**src/rtl/addr_bus_pkg.sv**
```systemverilog
// ---------------------------------------------------------------------------
// addr_bus_pkg
// Shared definitions for the addressable bus: the direction encoding used by
// the initiator and by every addressed target, the initiator state encoding,
// and helpers that decode which strobes a direction requires.
// No ports (package).
// ---------------------------------------------------------------------------
package addr_bus_pkg;

    // Direction of an addressed transaction; encoding 2'd3 is illegal.
    typedef enum logic [1:0] {
        DIR_READ         = 2'd0,
        DIR_WRITE        = 2'd1,
        DIR_READ_N_WRITE = 2'd2
    } addressed_direction_e;

    // Initiator FSM states.
    typedef enum logic [1:0] {
        ST_IDLE     = 2'd0,
        ST_WAIT_ACK = 2'd1,
        ST_DONE     = 2'd2
    } init_state_e;

    // Width of the optional WAIT_ACK timeout counter.
    localparam int TIMER_WIDTH = 16;

    function automatic logic dir_needs_read(input logic [1:0] dir);
        return (dir == DIR_READ) || (dir == DIR_READ_N_WRITE);
    endfunction

    function automatic logic dir_needs_write(input logic [1:0] dir);
        return (dir == DIR_WRITE) || (dir == DIR_READ_N_WRITE);
    endfunction

    function automatic logic dir_is_legal(input logic [1:0] dir);
        return dir != 2'd3;
    endfunction

endpackage

```
**src/rtl/addr_bus_timeout.sv**
```systemverilog
// ---------------------------------------------------------------------------
// addr_bus_timeout
// Cycle counter bounding how long the initiator waits for acknowledges.
// Only instantiated when ADDR_BUS_TIMEOUT_EN is defined.
// Ports:
//   clk       in   clock, rising edge
//   rst_n     in   asynchronous active-low reset
//   i_clear   in   hold the count at zero (initiator not waiting)
//   i_enable  in   count one cycle of waiting
//   o_expired out  count has reached TIMEOUT_CYCLES
// ---------------------------------------------------------------------------
module addr_bus_timeout
    import addr_bus_pkg::*;
#(
    parameter int TIMEOUT_CYCLES = 16
) (
    input  logic clk,
    input  logic rst_n,
    input  logic i_clear,
    input  logic i_enable,
    output logic o_expired
);

    localparam logic [TIMER_WIDTH-1:0] LIMIT = TIMER_WIDTH'(TIMEOUT_CYCLES);

    logic [TIMER_WIDTH-1:0] r_count;

    // Count stops at the limit so it can never wrap back below it.
    always_ff @(posedge clk or negedge rst_n) begin
        if (!rst_n) begin
            r_count <= '0;
        end else if (i_clear) begin
            r_count <= '0;
        end else if (i_enable && (r_count != LIMIT)) begin
            r_count <= r_count + 1'b1;
        end
    end

    assign o_expired = (r_count == LIMIT);

endmodule

```
**src/rtl/addr_bus_initiator.sv**
```systemverilog
// ---------------------------------------------------------------------------
// addr_bus_initiator
// Initiator end of the addressable bus. Accepts one command at a time on a
// valid/ready port, drives address and read/write strobes to the targets,
// collects their acknowledges and reports completion with a one-cycle done
// pulse plus an error status bit. All outputs are registered.
// Optional feature: define ADDR_BUS_TIMEOUT_EN to abort WAIT_ACK after
// TIMEOUT_CYCLES cycles with error=1.
// Ports:
//   clk, rst_n                   clock (rising edge), async active-low reset
//   cmd_valid/cmd_ready          command handshake
//   cmd_addr, cmd_dir            target address and direction
//   active_address               address driven to targets
//   read_enable_in/write_enable_in   strobes to targets
//   read_enable_out/write_enable_out acknowledges from the addressed target
//   done, error                  completion pulse; error valid while done=1
// ---------------------------------------------------------------------------
module addr_bus_initiator
    import addr_bus_pkg::*;
#(
    parameter int ADDRESS_WIDTH  = 4,
    parameter int TIMEOUT_CYCLES = 16
) (
    input  logic                     clk,
    input  logic                     rst_n,
    input  logic                     cmd_valid,
    output logic                     cmd_ready,
    input  logic [ADDRESS_WIDTH-1:0] cmd_addr,
    input  logic [1:0]               cmd_dir,
    output logic [ADDRESS_WIDTH-1:0] active_address,
    output logic                     read_enable_in,
    output logic                     write_enable_in,
    input  logic                     read_enable_out,
    input  logic                     write_enable_out,
    output logic                     done,
    output logic                     error
);

    init_state_e              r_state;
    logic                     r_cmdReady;
    logic [ADDRESS_WIDTH-1:0] r_addr;
    logic [1:0]               r_dir;
    logic                     r_rdEn;
    logic                     r_wrEn;
    logic                     r_done;
    logic                     r_error;
    logic                     r_ackRd;
    logic                     r_ackWr;

    init_state_e              w_stateNext;
    logic                     w_readyNext;
    logic [ADDRESS_WIDTH-1:0] w_addrNext;
    logic [1:0]               w_dirNext;
    logic                     w_rdEnNext;
    logic                     w_wrEnNext;
    logic                     w_doneNext;
    logic                     w_errorNext;
    logic                     w_ackRdNext;
    logic                     w_ackWrNext;

    logic w_needRd;
    logic w_needWr;
    logic w_rdSeen;
    logic w_wrSeen;
    logic w_allAcked;
    logic w_expired;

    // Acks only count for the directions the latched command asked for; an
    // ack arriving this cycle is folded in so completion needs no extra cycle.
    assign w_needRd   = dir_needs_read(r_dir);
    assign w_needWr   = dir_needs_write(r_dir);
    assign w_rdSeen   = r_ackRd | (w_needRd & read_enable_out);
    assign w_wrSeen   = r_ackWr | (w_needWr & write_enable_out);
    assign w_allAcked = (~w_needRd | w_rdSeen) & (~w_needWr | w_wrSeen);

`ifdef ADDR_BUS_TIMEOUT_EN
    // Counter sits at zero outside WAIT_ACK, so it starts from zero on entry.
    addr_bus_timeout #(
        .TIMEOUT_CYCLES(TIMEOUT_CYCLES)
    ) u_timeout (
        .clk       (clk),
        .rst_n     (rst_n),
        .i_clear   (r_state != ST_WAIT_ACK),
        .i_enable  (r_state == ST_WAIT_ACK),
        .o_expired (w_expired)
    );
`else
    // Without the timeout, WAIT_ACK waits indefinitely. The range test keeps
    // TIMEOUT_CYCLES referenced so both builds share one parameter list.
    if ((TIMEOUT_CYCLES < 1) || (TIMEOUT_CYCLES > 65535)) begin : g_timeoutRangeBad
    end
    assign w_expired = 1'b0;
`endif

    // State and registered outputs.
    always_ff @(posedge clk or negedge rst_n) begin
        if (!rst_n) begin
            r_state    <= ST_IDLE;
            r_cmdReady <= 1'b1;
            r_addr     <= '0;
            r_dir      <= 2'd0;
            r_rdEn     <= 1'b0;
            r_wrEn     <= 1'b0;
            r_done     <= 1'b0;
            r_error    <= 1'b0;
            r_ackRd    <= 1'b0;
            r_ackWr    <= 1'b0;
        end else begin
            r_state    <= w_stateNext;
            r_cmdReady <= w_readyNext;
            r_addr     <= w_addrNext;
            r_dir      <= w_dirNext;
            r_rdEn     <= w_rdEnNext;
            r_wrEn     <= w_wrEnNext;
            r_done     <= w_doneNext;
            r_error    <= w_errorNext;
            r_ackRd    <= w_ackRdNext;
            r_ackWr    <= w_ackWrNext;
        end
    end

    // Next state and next output values. DONE behaves like IDLE for
    // acceptance because cmd_ready is already high during the done pulse, so
    // a handshake in that cycle must not be dropped.
    always_comb begin
        w_stateNext = r_state;
        w_readyNext = r_cmdReady;
        w_addrNext  = r_addr;
        w_dirNext   = r_dir;
        w_rdEnNext  = r_rdEn;
        w_wrEnNext  = r_wrEn;
        w_doneNext  = 1'b0;
        w_errorNext = 1'b0;
        w_ackRdNext = r_ackRd;
        w_ackWrNext = r_ackWr;

        case (r_state)
            ST_IDLE, ST_DONE: begin
                w_stateNext = ST_IDLE;
                w_readyNext = 1'b1;
                if (cmd_valid && r_cmdReady) begin
                    if (dir_is_legal(cmd_dir)) begin
                        w_stateNext = ST_WAIT_ACK;
                        w_readyNext = 1'b0;
                        w_addrNext  = cmd_addr;
                        w_dirNext   = cmd_dir;
                        w_rdEnNext  = dir_needs_read(cmd_dir);
                        w_wrEnNext  = dir_needs_write(cmd_dir);
                        w_ackRdNext = 1'b0;
                        w_ackWrNext = 1'b0;
                    end else begin
                        // Illegal direction: report immediately, bus untouched.
                        w_stateNext = ST_DONE;
                        w_doneNext  = 1'b1;
                        w_errorNext = 1'b1;
                    end
                end
            end

            ST_WAIT_ACK: begin
                w_readyNext = 1'b0;
                w_ackRdNext = w_rdSeen;
                w_ackWrNext = w_wrSeen;
                // A complete ack set wins over a timeout in the same cycle.
                if (w_allAcked || w_expired) begin
                    w_stateNext = ST_DONE;
                    w_readyNext = 1'b1;
                    w_rdEnNext  = 1'b0;
                    w_wrEnNext  = 1'b0;
                    w_doneNext  = 1'b1;
                    w_errorNext = ~w_allAcked;
                    w_ackRdNext = 1'b0;
                    w_ackWrNext = 1'b0;
                end
            end

            default: begin
                w_stateNext = ST_IDLE;
                w_readyNext = 1'b1;
                w_rdEnNext  = 1'b0;
                w_wrEnNext  = 1'b0;
            end
        endcase
    end

    assign cmd_ready       = r_cmdReady;
    assign active_address  = r_addr;
    assign read_enable_in  = r_rdEn;
    assign write_enable_in = r_wrEn;
    assign done            = r_done;
    assign error           = r_error;

endmodule

```
**config.mk**
```make
export PLATFORM = sky130hd
export DESIGN_NAME = addr_bus_initiator
export DESIGN_NICKNAME = d
export VERILOG_FILES = /design/src/rtl/addr_bus_pkg.sv /design/src/rtl/addr_bus_timeout.sv /design/src/rtl/addr_bus_initiator.sv
export SDC_FILE = /design/constraint.sdc
export NUM_CORES = 1
export LEC_CHECK = 0
export CAP_MARGIN = 25
export CORE_MARGIN = 2
export CORE_UTILIZATION = 30
export DETAILED_ROUTE_END_ITERATION = 10
export GPL_ROUTABILITY_DRIVEN = 0
export PLACE_DENSITY = 0.57
export RECOVER_POWER = 100
export SLEW_MARGIN = 20
export SYNTH_ARGS = -nofsm -noshare
export SYNTH_HDL_FRONTEND = slang
export SYNTH_HIERARCHICAL = 1
export SYNTH_SLANG_ARGS = --single-unit
```
**constraint.sdc**
```tcl
create_clock -name clk -period 1.5 [get_ports clk]
set_clock_uncertainty 0.15 [all_clocks]
set_input_delay 0.225 -clock clk [delete_from_list [all_inputs] [get_ports clk]]
set_output_delay 0.225 -clock clk [all_outputs]
set_load 0.03 [all_outputs]
```
==> metrics, run 1 <==
Setup violations, final=4; Worst setup EP type=flop; Port Buffers=19; Final WS setup=-28.7 ps; type of the worst min-delay path=input pin to flop; final net count=about 120; type of origin of the critical path=flop; Unique masters post-synth=24; Post-DP HPWL=about 1.1 mm; Avg Inst Size Synth=~12 um^2; total negative setup slack=-42.8 ps; Fin. Hold Viols=0; Yosys reg bits=15; wire per inst=roughly 12 um; CP required=approximately 1500 ps; Least-Margin Pin Slew=788 ps; CTS tree=built; min cycle time layout=~1500 ps; P_leak=0.571 nW; Setup CP Type=flop to flop; initial drt markers=3; num rows=17; drt total wl=1.51 mm; final hold slack=~260 ps; syn nets=between 70 and 80; vias in the first global route=between 600 and 700; Seq/Total Area, Yosys=about half; I/O pin count=20; filler instances=218; Die X=roughly 53 um; clk buf depth=2; root buf cell=clkbuf_4; gr usage total=between 10% and 20%; diode count=0; Final period util=102%; CP arrival=1540 ps; DP Worst Slack=-385 ps; R2R setup slack=-30 ps; P&R area growth vs syn=61.6%; maximum vdd drop=approximately 990 uV; Die Area=between 0.002 and 0.003 mm^2; chip height=around 53 um; crit path max fanout=6; status=complete, but fails checks; clk slew on worst S/H paths=90 ps; ANT nets after route=0; Slew HR=a little under half; Cells after Synth=around 60; global route overflow=0; max-cap violation count=0; layout cell share with drive strength beyond 1=~40%; Sink Count=15; first drt pass iteration count=2; fmax=roughly 650 MHz; synth warn=6; routed vias=between 500 and 600; core area=about 0.0023 mm^2; starting density of the core=between 30% and 40%; CTS buffer count=3; fin. max-slew vios=0; maximum number of pins on one net before global-route repair=16; Final Core Density=~52%; clk_lat worst skew=280 ps; drt drc=0; RSZ-0062 raised after global routing=true; first-pass GRT wire length=around 2.6 mm; Power Dens Cells=1840 mW/mm^2; Netlist Area Pre-Place=between 700 and 800 um^2; initial antenna violation count=0; failing checks=setup timing; H-Tree Depth=1; Vias/cell=between 4 and 5
## cells by family after synthesis
family	count (synthesis)	synth area share [%]
and+or+nand+nor	19	16.1
muxes	8	11.6
adders and majority gates	5	8.56
buffers and inverters	5	2.74
AOI/OAI and AO/OA	9	9.42
DFF	15	51.5
## flip-flops by register name (all words and copies together) (netlist names)
signal	cells
active_address	4
r_dir	2
r_state	2
cmd_ready	1
done	1
error	1
r_ackRd	1
r_ackWr	1
read_enable_in	1
write_enable_in	1
## worst max-delay path, stage by stage, from the launching register on
cell and delay [ps]:
dfrtp_1 390, inv_2 80, ha_4 200, nor3b_4 150, buf_4 140, a21oi_4 180, o22ai_1 110
## cell usage in the layout (no fill, tap or decap), types with 2 or more instances in the layout
cell type	Yosys	layout
buf_4	0	12
dlygate4sd2_1	0	8
o211ai_1	2	2
clkbuf_4	0	3
ha_4	0	2
dfrtp_1	14	14
clkdlybuf4s50_1	0	7
inv_2	0	2
buf_6	0	4
nand4_1	3	3
clkbuf_1	0	2
nand2_1	5	4
a21o_1	2	2
o22ai_1	2	2
mux2_4	0	4
ha_1	5	2
inv_1	4	2
mux2i_1	4	3
## metal layers
metal | GRT usage (%) | up-vias | share of wire (%)
met1 | 15.9 | 264 | 46
li1 | - | 292 | -
met4 | 6.41 | 0 | 1.4
met5 | 0 | - | 0
met3 | 2.82 | 3 | 5.0
met2 | 21.0 | 19 | 47
## synth_stat cells, drive strengths merged
cell type   n  area [um^2]
dfrtp      14          350
ha          5         62.6
nand2       5         18.8
inv         4         15.0
mux2        4         45.0
mux2i       4         40.0
nand4       3         18.8
a21o        2         15.0
nor3b       2         15.0
o211ai      2         15.0
o22ai       2         12.5
or2         2         12.5
a21oi       1         8.76
and2        1         6.26
buf         1         5.00
dfstp       1         26.3
nand3       1         5.00
nand3b      1         7.51
nor2        1         3.75
nor2b       1         6.26
nor3        1         16.3
o21ba       1         10.0
o21bai      1         7.51
or2b        1         7.51
## path summary, 6_finish.rpt
path	from	end	depth (start not counted)
worst max-delay path	r_dir[1]	write_enable_in	6
worst min-delay path	cmd_dir[0]	r_dir[0]	4
worst max register to register	r_dir[1]	write_enable_in	6
worst min register to register	active_address[2]	active_address[2]	1
max in group asynchronous	rst_n	active_address[3]	2
min in group asynchronous	rst_n	r_state[1]	2
## timing repair
action / 4_1_cts / 5_1_grt
setup buffers: 3 / 3
setup endpoints to repair: 22 / 15
pin swaps: 3 / 5
hold buffers: 0 / 0
gates resized for setup: 15 / 18
## final cells by class
type                       instances  area, um^2  area share (%)
multi-input combinational         41         412            34.9
sequential                        15         377            31.9
timing repair buffer              36         317            26.8
tap                               28        35.0            2.97
clock buffer                       4        26.3            2.22
inverter                           4        15.0            1.27
## through the flow
stage / cells / total power (W) / area (um^2)
final: 128 / 0.00218 / 1180
after CTS: 125 / 0.00202 / 1100
after global placement: 118 / 0.00171 / 1030
after floorplan: 61 / 0.00128 / 733
after detailed placement: 118 / 0.00172 / 1030
after global routing: 128 / 0.00235 / 1180
## where the power goes
| part | switching [W] | internal (W) | total [W] |
|---|---|---|---|
| Clock | 0.000123 | 0.000103 | 0.000226 |
| Sequential | 0.000114 | 0.000574 | 0.000688 |
| Combinational | 0.000608 | 0.000656 | 0.00126 |
| Total | 0.000844 | 0.00133 | 0.00218 |
Note: power is estimated with default switching activity, not from simulation.
==> run 2, diff against run 1 <==
--- a/config.mk
+++ b/config.mk
@@ -10,7 +10,6 @@
 export CORE_UTILIZATION = 30
 export DETAILED_ROUTE_END_ITERATION = 10
 export GPL_ROUTABILITY_DRIVEN = 0
-export PLACE_DENSITY = 0.57
 export RECOVER_POWER = 100
 export SLEW_MARGIN = 20
 export SYNTH_ARGS = -nofsm -noshare
==> constraint.sdc (replaced) <==
create_clock -name clk -period 1.28 [get_ports clk]
set_clock_uncertainty 0.15 [all_clocks]
set_input_delay 0.192 -clock clk [delete_from_list [all_inputs] [get_ports clk]]
set_output_delay 0.192 -clock clk [all_outputs]
set_load 0.03 [all_outputs]
==> run 2 against run 1 <==
  * The flow still finishes with violations (setup timing)
  * Wire length grew 3.0%
  * First-iteration DRC count grew 130%
  * Via count grew 2.9%
  * Power grew 19%
  * Flip-flop and latch count is the same
  * Critical endpoint is now read_enable_in
  * Highest routed layer unchanged
==> metrics, run 2 (synthesized netlist as in run 1, its figures left out) <==
status=complete, but fails checks; failing checks=setup timing; starting density of the core=32.4% (unchanged); diode count=0 (unchanged); type of the worst min-delay path=input pin to asynchronous set/reset pin; worst-path cell chain=inv_2, ha_2, or2_4, a21oi_4, o22ai_1; Final WS setup=-194 ps (-165 ps); Sink Count=15 (unchanged); type of origin of the critical path=flop; Logic pwr share=58.4% (+0.4 points); max reg flops=4 (unchanged); Port Buffers=19 (unchanged); Crit path max-delay family=compound AO/OA/AOI/OAI gates; Pint=0.00157 W (+17%); Slowest-stage cell, CP=dfrtp_1; num rows=17 (unchanged); CP arrival=1490 ps (-50 ps); RSZ-0062 raised after global routing=true; GR Util met3=1.69% (-1.1 points); switching share of power=39.5% (+0.73 points); FF-to-FF path depth=5 (-1); clk_lat worst skew=280 ps (about the same); layout cell share with drive strength beyond 1=47.5% (+8.5 points); P_sw=0.00102 W (+21%); vias in the first global route=587 (-4.9%); wire per inst=12.1 um (+2.2%); critical path launch point=r_dir[0]; total area of sequential cells=377 um^2 (unchanged); I/O pin count=20 (unchanged); max-cap violation count=0 (unchanged); Die X=53.4 um (unchanged); crit path max fanout=6 (unchanged); initial antenna violation count=0 (unchanged); Post-DP HPWL=1.17 mm (+6.6%); CTS buffer count=3 (unchanged); Fin. Hold Viols=0 (unchanged); min cycle time layout=1470 ps (-55.2 ps); chip height=53.4 um (unchanged); Worst Path Buf+Inv=1 (-1); Die Area=0.00285 mm^2 (unchanged); clock power share=10.6% (+0.2 points); r2r endpoint=read_enable_in; Power Dens Cells=2200 mW/mm^2 (+19%); drt total wl=1.56 mm (+3.0%); CTS tree=built; maximum number of pins on one net before global-route repair=11 (-5); fin. max-slew vios=0 (unchanged); final net count=118 (+0.85%); H-Tree Depth=1 (unchanged); Reg-to-Reg Start=r_dir[0]; P&R area growth vs syn=61.0%; core area=0.00225 mm^2 (unchanged); global routing's busiest layer=met2; clk buf depth=2 (unchanged); filler instances=227 (+4.1%); ANT nets after route=0 (unchanged); most frequent cells in the layout=dfrtp_1 (14), buf_4 (14), clkdlybuf4s50_1 (7), buf_6 (6); fmax=679 MHz (+3.7%); final hold slack=198 ps (-64.6 ps); CP required=1300 ps (-210 ps); Multi-input gate area=413 um^2 (+0.30%); global route overflow=0 (unchanged); root buf cell=clkbuf_4; Worst setup EP type=flop; Slew HR=62.4% (+15 points); drt drc=0 (unchanged); M1 GR Usage=17.1% (+1.2 points); global routing met2 resource utilization=22.2% (+1.2 points); Final period util=115% (+13 points); sequential power share=31.0% (-0.6 points); initial drt markers=7 (+4); routed vias=595 (+2.9%); placed instance area=0.00104 mm^2 (+0.85%); first-pass GRT wire length=2.71 mm (+4.2%); final instance area=0.00118 mm^2 (-0.42%); P_leak=0.566 nW (-0.84%); R2R setup slack=-190 ps (-160 ps); gr usage total=13.4% (+0.52 points); maximum vdd drop=1170 uV (+18%); first drt pass iteration count=4 (+2); Setup CP Type=flop to flop; Least-Margin Pin Slew=565 ps (-223 ps); clk slew on worst S/H paths=100 ps (about the same); crit-path max cell delay=340 ps (-50 ps); Vias/cell=4.61 (+2.1%); Setup violations, final=15 (+11)
## run 2: cell types whose count changed in the layout (fill, tap and decap cells not counted), moves of 2 or more
cell	previous run	this run
buf_4	12	14
buf_2	0	3
buf_6	4	6
dlygate4sd2_1	8	2
## run 2: area by class of cell
cell class                      count  area share, %
Clock buffer                        3           1.91
Clock inverter                      1          0.426
Inverter                            4           1.28
Multi-Input combinational cell     41           35.1
Sequential cell                    15           32.0
Tap cell                           28           2.98
Timing Repair Buffer               37           26.3
## run 2: metrics by stage
stage	setup slack (ps)	utilization, %	cells	total power, W	TNS [ps]
final	-194	52.2	129	0.00259	-2200
after global routing	-238	52.2	129	0.00279	-3070
after CTS	-221	52.2	129	0.00260	-2690
after detailed placement	-562	46.2	119	0.00208	-7470
after global placement	-526	46.2	119	0.00206	-7110
after floorplan	-369	-	61	0.00159	-2700
## run 2: worst max-delay path by stage
stage | end | slack, ps | cells past startpoint
2_1_floorplan | active_address[0] | -370 | 3
4_1_cts | active_address[0] | -220 | 4
3_3_place_gp | active_address[0] | -530 | 4
5_1_grt | done | -240 | 5
6_report | read_enable_in | -190 | 5
3_5_place_dp | active_address[0] | -560 | 4
## run 2: per-layer routing
metal / wire (um) / up-vias
met5: 0 / -
met4: 25 / 0
met3: 43 / 4
met2: 758 / 11
met1: 731 / 283
li1: - / 297
## run 2: timing repair
| item | 4_1_cts | 5_1_grt |
|---|---|---|
| resized for setup | 17 | 4 |
| pin swaps | 8 | 8 |
| endpoints found under the hold margin | 4 | 0 |
| endpoints found under the setup margin | 16 | 16 |
| hold buffers | 1 | 0 |
| setup buffers | 5 | 1 |
## run 2: power by group through the flow
stage                     Sequential (W)  Combinational, W  Clock [W]
final                           0.000802           0.00151   0.000273
after global routing            0.000824           0.00165   0.000311
after CTS                       0.000796           0.00152   0.000278
after detailed placement        0.000799           0.00128          0
after global placement          0.000793           0.00126          0
after floorplan                  0.00102          0.000571          0
==> run 3, diff against run 2 <==
--- a/config.mk
+++ b/config.mk
@@ -5,7 +5,6 @@
 export SDC_FILE = /design/constraint.sdc
 export NUM_CORES = 1
 export LEC_CHECK = 0
-export CAP_MARGIN = 25
 export CORE_MARGIN = 2
 export CORE_UTILIZATION = 30
 export DETAILED_ROUTE_END_ITERATION = 10
==> results of run 3 <==
The final DEF is identical to that of run 2; final timing and power are the same.
